### src/rtl/hdmi_pattern_gen.sv
// rtl/hdmi_pattern_gen.sv - raster timing generator with selectable video test patterns
//
// Produces a continuous video raster (active, front porch, sync, back porch on
// both axes) and fills the active area with one of four test patterns.
// The pattern is chosen once per frame so a frame never mixes patterns.
//
// Ports
//   hdmi_clk     in   pixel clock, all logic on the rising edge
//   rst          in   synchronous reset, active-high
//   en           in   1 = generate frames, 0 = stop after the current frame
//   pattern_sel  in   0 bars, 1 gradient, 2 checker, 3 solid
//   hdmi_hs      out  horizontal sync, active-low
//   hdmi_vs      out  vertical sync, active-low
//   hdmi_de      out  data enable, high on active pixels only
//   hdmi_data    out  {8'h00, R, G, B}, zero outside the active area
//   frame_cnt    out  completed-frame counter, wraps 255 -> 0

module hdmi_pattern_gen #(
    parameter int H_ACTIVE = 1280,
    parameter int H_FP     = 110,
    parameter int H_SYNC   = 40,
    parameter int H_BP     = 220,
    parameter int V_ACTIVE = 720,
    parameter int V_FP     = 5,
    parameter int V_SYNC   = 5,
    parameter int V_BP     = 20
) (
    input  logic        hdmi_clk,
    input  logic        rst,
    input  logic        en,
    input  logic [1:0]  pattern_sel,
    output logic        hdmi_hs,
    output logic        hdmi_vs,
    output logic        hdmi_de,
    output logic [31:0] hdmi_data,
    output logic [7:0]  frame_cnt
);
    localparam int H_TOT = H_ACTIVE + H_FP + H_SYNC + H_BP;
    localparam int V_TOT = V_ACTIVE + V_FP + V_SYNC + V_BP;
    localparam int BAR_W = H_ACTIVE / 8;

    localparam logic [15:0] H_ACT_C  = 16'(H_ACTIVE);
    localparam logic [15:0] H_SYNC_S = 16'(H_ACTIVE + H_FP);
    localparam logic [15:0] H_SYNC_E = 16'(H_ACTIVE + H_FP + H_SYNC);
    localparam logic [15:0] H_LAST   = 16'(H_TOT - 1);
    localparam logic [15:0] V_ACT_C  = 16'(V_ACTIVE);
    localparam logic [15:0] V_SYNC_S = 16'(V_ACTIVE + V_FP);
    localparam logic [15:0] V_SYNC_E = 16'(V_ACTIVE + V_FP + V_SYNC);
    localparam logic [15:0] V_LAST   = 16'(V_TOT - 1);
    localparam logic [15:0] BAR_LAST = 16'(BAR_W - 1);

    typedef enum logic [1:0] {IDLE, RUN, DRAIN} state_t;

    state_t      state_q, state_d;
    logic [15:0] h_q, h_d, v_q, v_d;
    logic [15:0] bar_px_q, bar_px_d;
    logic [2:0]  bar_idx_q, bar_idx_d;
    logic [7:0]  frame_cnt_q, frame_cnt_d;
    logic [1:0]  pat_q, pat_d;
    logic        hs_q, hs_d, vs_q, vs_d, de_q, de_d;
    logic [31:0] data_q, data_d;
    logic        active, line_end, frame_end;
    logic [23:0] rgb;

    assign active    = (state_q != IDLE);
    assign line_end  = (h_q == H_LAST);
    assign frame_end = active && line_end && (v_q == V_LAST);

    always_ff @(posedge hdmi_clk) begin
        if (rst) begin
            state_q     <= IDLE;
            h_q         <= '0;
            v_q         <= '0;
            bar_px_q    <= '0;
            bar_idx_q   <= '0;
            frame_cnt_q <= '0;
            pat_q       <= '0;
            hs_q        <= 1'b1;
            vs_q        <= 1'b1;
            de_q        <= 1'b0;
            data_q      <= '0;
        end else begin
            state_q     <= state_d;
            h_q         <= h_d;
            v_q         <= v_d;
            bar_px_q    <= bar_px_d;
            bar_idx_q   <= bar_idx_d;
            frame_cnt_q <= frame_cnt_d;
            pat_q       <= pat_d;
            hs_q        <= hs_d;
            vs_q        <= vs_d;
            de_q        <= de_d;
            data_q      <= data_d;
        end
    end

    // Dropping en on the very last pixel already completes the frame, so go
    // straight to IDLE rather than draining a whole extra frame.
    always_comb begin
        state_d = state_q;
        case (state_q)
            IDLE:    if (en) state_d = RUN;
            RUN:     if (!en) state_d = frame_end ? IDLE : DRAIN;
            DRAIN: begin
                if (en)             state_d = RUN;
                else if (frame_end) state_d = IDLE;
            end
            default: state_d = IDLE;
        endcase
    end

    // Raster counters, bar tracker, frame counter and per-frame pattern latch.
    // The bar index follows h with a small pixel counter so no divider is needed.
    always_comb begin
        h_d         = h_q;
        v_d         = v_q;
        bar_px_d    = bar_px_q;
        bar_idx_d   = bar_idx_q;
        frame_cnt_d = frame_cnt_q;
        pat_d       = pat_q;
        if (!active) begin
            h_d       = '0;
            v_d       = '0;
            bar_px_d  = '0;
            bar_idx_d = '0;
            if (en) pat_d = pattern_sel;
        end else begin
            if (line_end) begin
                h_d       = '0;
                bar_px_d  = '0;
                bar_idx_d = '0;
                v_d       = (v_q == V_LAST) ? 16'd0 : v_q + 16'd1;
            end else begin
                h_d = h_q + 16'd1;
                if (bar_px_q == BAR_LAST) begin
                    bar_px_d  = '0;
                    bar_idx_d = bar_idx_q + 3'd1;
                end else begin
                    bar_px_d  = bar_px_q + 16'd1;
                end
            end
            if (frame_end) begin
                frame_cnt_d = frame_cnt_q + 8'd1;
                pat_d       = pattern_sel;
            end
        end
    end

    // Registered outputs reflect the counter state of the previous cycle.
    always_comb begin
        rgb = 24'h000000;
        case (pat_q)
            2'd0: begin
                case (bar_idx_q)
                    3'd0:    rgb = 24'hFFFFFF;
                    3'd1:    rgb = 24'hFFFF00;
                    3'd2:    rgb = 24'h00FFFF;
                    3'd3:    rgb = 24'h00FF00;
                    3'd4:    rgb = 24'hFF00FF;
                    3'd5:    rgb = 24'hFF0000;
                    3'd6:    rgb = 24'h0000FF;
                    default: rgb = 24'h000000;
                endcase
            end
            2'd1:    rgb = {h_q[7:0], v_q[7:0], frame_cnt_q};
            2'd2:    rgb = (h_q[5] ^ v_q[5]) ? 24'hFFFFFF : 24'h000000;
            default: rgb = {frame_cnt_q, ~frame_cnt_q, 8'h80};
        endcase

        hs_d   = 1'b1;
        vs_d   = 1'b1;
        de_d   = 1'b0;
        data_d = '0;
        if (active) begin
            hs_d = !((h_q >= H_SYNC_S) && (h_q < H_SYNC_E));
            vs_d = !((v_q >= V_SYNC_S) && (v_q < V_SYNC_E));
            de_d = (h_q < H_ACT_C) && (v_q < V_ACT_C);
            if (de_d) data_d = {8'h00, rgb};
        end
    end

    assign hdmi_hs   = hs_q;
    assign hdmi_vs   = vs_q;
    assign hdmi_de   = de_q;
    assign hdmi_data = data_q;
    assign frame_cnt = frame_cnt_q;

endmodule

### config.mk
export PLATFORM = sky130hd
export DESIGN_NAME = hdmi_pattern_gen
export DESIGN_NICKNAME = d
export VERILOG_FILES = /design/src/rtl/hdmi_pattern_gen.sv
export SDC_FILE = /design/constraint.sdc
export NUM_CORES = 1
export LEC_CHECK = 0
export BUFFER_PORTS_ARGS = -buffer_cell sky130_fd_sc_hd__buf_2
export CORE_MARGIN = 5
export CORE_UTILIZATION = 52
export DETAILED_ROUTE_END_ITERATION = 7
export GPL_TIMING_DRIVEN = 0
export PLACE_DENSITY = 0.75
export SETUP_SLACK_MARGIN = 0.3
export SYNTH_ARGS = -nofsm -noshare
export SYNTH_HDL_FRONTEND = slang
export SYNTH_SLANG_ARGS = --single-unit
### constraint.sdc
create_clock -name hdmi_clk -period 2.4 [get_ports hdmi_clk]
set_clock_uncertainty 0.15 [all_clocks]
set_input_delay 0.48 -clock hdmi_clk [delete_from_list [all_inputs] [get_ports hdmi_clk]]
set_output_delay 0.48 -clock hdmi_clk [all_outputs]
set_load 0.01 [all_outputs]
==> qor.txt <==
fin crit share: 1.044
arrival time at the worst endpoint: 2.60 ns
Reg2Reg Setup Slack: -0.10 ns
Worst setup SP type: register
Hold Vio Cnt, Final: 0
leading cell type in the layout, fill and taps excluded: dfxtp_1
Seq pwr share: 0.557
Detailed Routing Iterations Pass 1: 5
failing checks: setup timing
PwrDens: 520.3 nW/µm²
DIE WIDTH: 99.53 µm
Post-synth top flop: dfxtp_1
post-synthesis area per instance: 8.647 µm²
part of the power in combinational logic: 0.076
worst setup path class: register to register
critical-path maximum fanout: 7
count of state elements after synthesis: 90
Critical Path RT: 2.49 ns
Die ar.: 9905 µm²
WL final: 10070 µm
Clk network pwr share: 0.367
asr flop ratio synth: 0
worst path cell trace: or4_4, or4b_4, buf_6, or2_1, buf_6, buf_12, nand2_8, buf_8, nor2_1
total CTS buffers: 9
Worst-path clk slew: 0.08 ns
RePlAce Congestion: 0.8426
Synthesis Warnings: 0
total power draw: 0.002752 W
most frequent cells in the layout: 81 x dfxtp_1, 47 x nor2_1, 42 x nand2_1
remaining global-route overflow: 0
Buf+Inv Stages, Crit Path: 4
Post-synth EDFFs: 0
CTS tree: built
core area: 7767 µm²
crit-path most repeated cell: buf_6
FMAX: 0.3992 GHz
CP top delay family: simple AND/OR/NAND/NOR gates
vias per cell: 5.489
Layout Nets: 583
Critical Path End Type: register
Post-Route Utilization: 0.6811
Worst path max stage delay: 0.54 ns
Worst Max-Slew Pin Slew: 0.9724 ns
fin worst setup slack: -0.1048 ns
RSZ-0062 raised after global routing: true
worst reg2reg path depth: 9
P_sw: 0.0006642 W
status: finished, violations left
Slowest-stage cell, CP: or4_4
mapped cell area: 4168 µm²
Period minus WS final: 2.505 ns
Critical Path Stages: 9
DR vias: 3683
Top Ports: 48
GRT Overall Usage: 0.1905
vias in the first global route: 3340
layout cell share with drive strength beyond 1: 0.2935
Die Span Y: 99.53 µm
Seq/Total Area, Yosys: 0.4323
Num Clock Sinks: 90
Antenna Cells: 0
relative slew slack: 0.3462
Max IR drop VDD: 0.0003233 V
Setup-failing EPs final: 51
initial antenna violation count: 0
Initial DRC Count: 203
Final ANT Viol Nets: 0
Synth cell types: 46
hpwl dp: 6438 µm
row cnt: 32
Mapped Cells: 482
Worst-Skew Late Latency: 0.35 ns
WL/cell: 15.01 µm
Clock Tree Buf Depth: 2
hold depth: 2
leakage: 1.929 nW
Port Buf Inserts: 39
fin. max-slew vios: 0
largest net degree at the start of global routing: 16
initial cell density of the core: 0.5366
CTS root buf: clkbuf_8
Max Cap Viol: 0
worst hold path type: primary input to register
area grow syn2layout: 26.93%
DRC: 0
Int Pwr: 0.002088 W
switching part of the total: 0.2413
first-pass GRT wire length: 15410 µm
htree depth: 3
==> worst register-to-register path, cell delays in order (launching register included) <==
cell and delay, ns:
dfxtp_2 0.32, or4_4 0.54, or4b_4 0.50, buf_6 0.13, or2_1 0.21, buf_6 0.14
buf_12 0.12, nand2_8 0.10, buf_8 0.14, nor2_1 0.05
==> path summary, 6_finish.rpt <==
kind / startpoint / end
max: h_q[12] / h_q[14]
min: en / state_q[1]
max reg2reg: h_q[12] / h_q[14]
min reg2reg: h_q[0] / h_q[0]
==> power groups by stage <==
| stage | registers [W] | logic (W) | clock network (W) |
|---|---|---|---|
| after floorplan | 0.00158 | 0.000103 | 0 |
| after global placement | 0.00157 | 0.000169 | 0 |
| after detailed placement | 0.00157 | 0.000171 | 0 |
| after CTS | 0.00153 | 0.000191 | 0.00103 |
| after global routing | 0.00154 | 0.000227 | 0.00111 |
| final | 0.00153 | 0.000210 | 0.00101 |
==> registers in the layout, indices dropped and copies added, names as in the netlist <==
register and flops:
hdmi_de 1, frame_cnt 8, bar_px_q 16, state_q 2, bar_idx_q 3, v_q 16, hdmi_data 24, hdmi_hs 1
h_q 16, hdmi_vs 1, pat_q 2
==> final cells by class <==
| type | instances | area (µm²) |
|---|---|---|
| clock inverter | 5 | 63.81 |
| buffer | 29 | 202.7 |
| clock buffer | 10 | 127.6 |
| timing repair buffer | 65 | 441.7 |
| tap | 102 | 127.6 |
| inverter | 22 | 85.08 |
| multi-input combinational | 348 | 2424 |
| fill | 608 | 2477 |
| sequential | 90 | 1818 |
==> Yosys cell counts (2+ instances only) <==
| cell type | count | area (µm²) |
|---|---|---|
| and3_1 | 4 | 25.02 |
| nor4_1 | 5 | 31.28 |
| o211ai_1 | 2 | 15.01 |
| clkbuf_1 | 14 | 52.55 |
| buf_6 | 2 | 22.52 |
| or4_1 | 6 | 45.04 |
| ha_1 | 13 | 162.7 |
| nand2b_1 | 6 | 37.54 |
| o21ai_0 | 10 | 50.05 |
| a21oi_1 | 34 | 170.2 |
| mux2i_1 | 12 | 120.1 |
| a211oi_1 | 10 | 75.07 |
| xor2_1 | 16 | 140.1 |
| inv_1 | 22 | 82.58 |
| nor4_4 | 2 | 42.54 |
| and2_1 | 4 | 25.02 |
| nand2_1 | 44 | 165.2 |
| o31ai_1 | 6 | 45.04 |
| or4b_2 | 2 | 20.02 |
| and4_1 | 7 | 61.31 |
| xnor2_1 | 22 | 192.7 |
| nand4b_1 | 2 | 17.52 |
| nand3_1 | 21 | 105.1 |
| nand4_1 | 13 | 81.33 |
| a2111oi_0 | 2 | 17.52 |
| nor2_1 | 66 | 247.7 |
| nor3_1 | 8 | 40.04 |
| buf_2 | 2 | 10.01 |
| dfxtp_1 | 90 | 1802 |
| o2111ai_1 | 2 | 17.52 |
| buf_4 | 10 | 75.07 |
| or3_1 | 9 | 56.30 |
==> cell families (layout without fill, tap and decap cells) <==
group,count (synthesis),in the layout,synth area share
adders and majority gates,13,13,0.03903
xor gates and xnor gates,38,38,0.07985
buffers and inverters,51,131,0.05914
DFF,90,90,0.4323
and+or+nand+nor,206,206,0.2543
muxes,13,13,0.03152
AOI/OAI and AO/OA,70,70,0.1030
other,1,8,0.0008998
==> per-stage QoR <==
| stage | cells | hold slack (ns) | worst slack [ns] | instance area, µm² | setup TNS [ns] |
|---|---|---|---|---|---|
| floorplan | 489 | 0.2991 | -0.04115 | 4245 | -0.5642 |
| global placement | 630 | 0.3124 | -0.2934 | 4568 | -6.663 |
| detailed placement | 630 | 0.3239 | -0.3671 | 4568 | -8.171 |
| CTS | 663 | 0.2085 | -0.1331 | 5040 | -3.921 |
| global route | 671 | 0.2425 | -0.1520 | 5290 | -6.592 |
| finish | 671 | 0.2364 | -0.1048 | 5290 | -3.802 |
==> repair_timing <==
item,4_1_cts,5_1_grt
pin swaps,23,12
hold buffers,0,0
setup buffers,16,8
setup endpoints to repair,87,86
endpoints found under the hold margin,0,0
gates resized for setup,33,55
gates cloned,2,0
==> routing by layer <==
| metal | global-route usage | vias to the layer above | share of wire |
|---|---|---|---|
| met5 | 0 | - | 0 |
| met4 | 0.07668 | 0 | 0.025 |
| met3 | 0.03576 | 24 | 0.055 |
| met2 | 0.3306 | 113 | 0.50 |
| met1 | 0.2319 | 1728 | 0.42 |
| li1 | - | 1818 | - |
(Power assumes the default switching activity.)
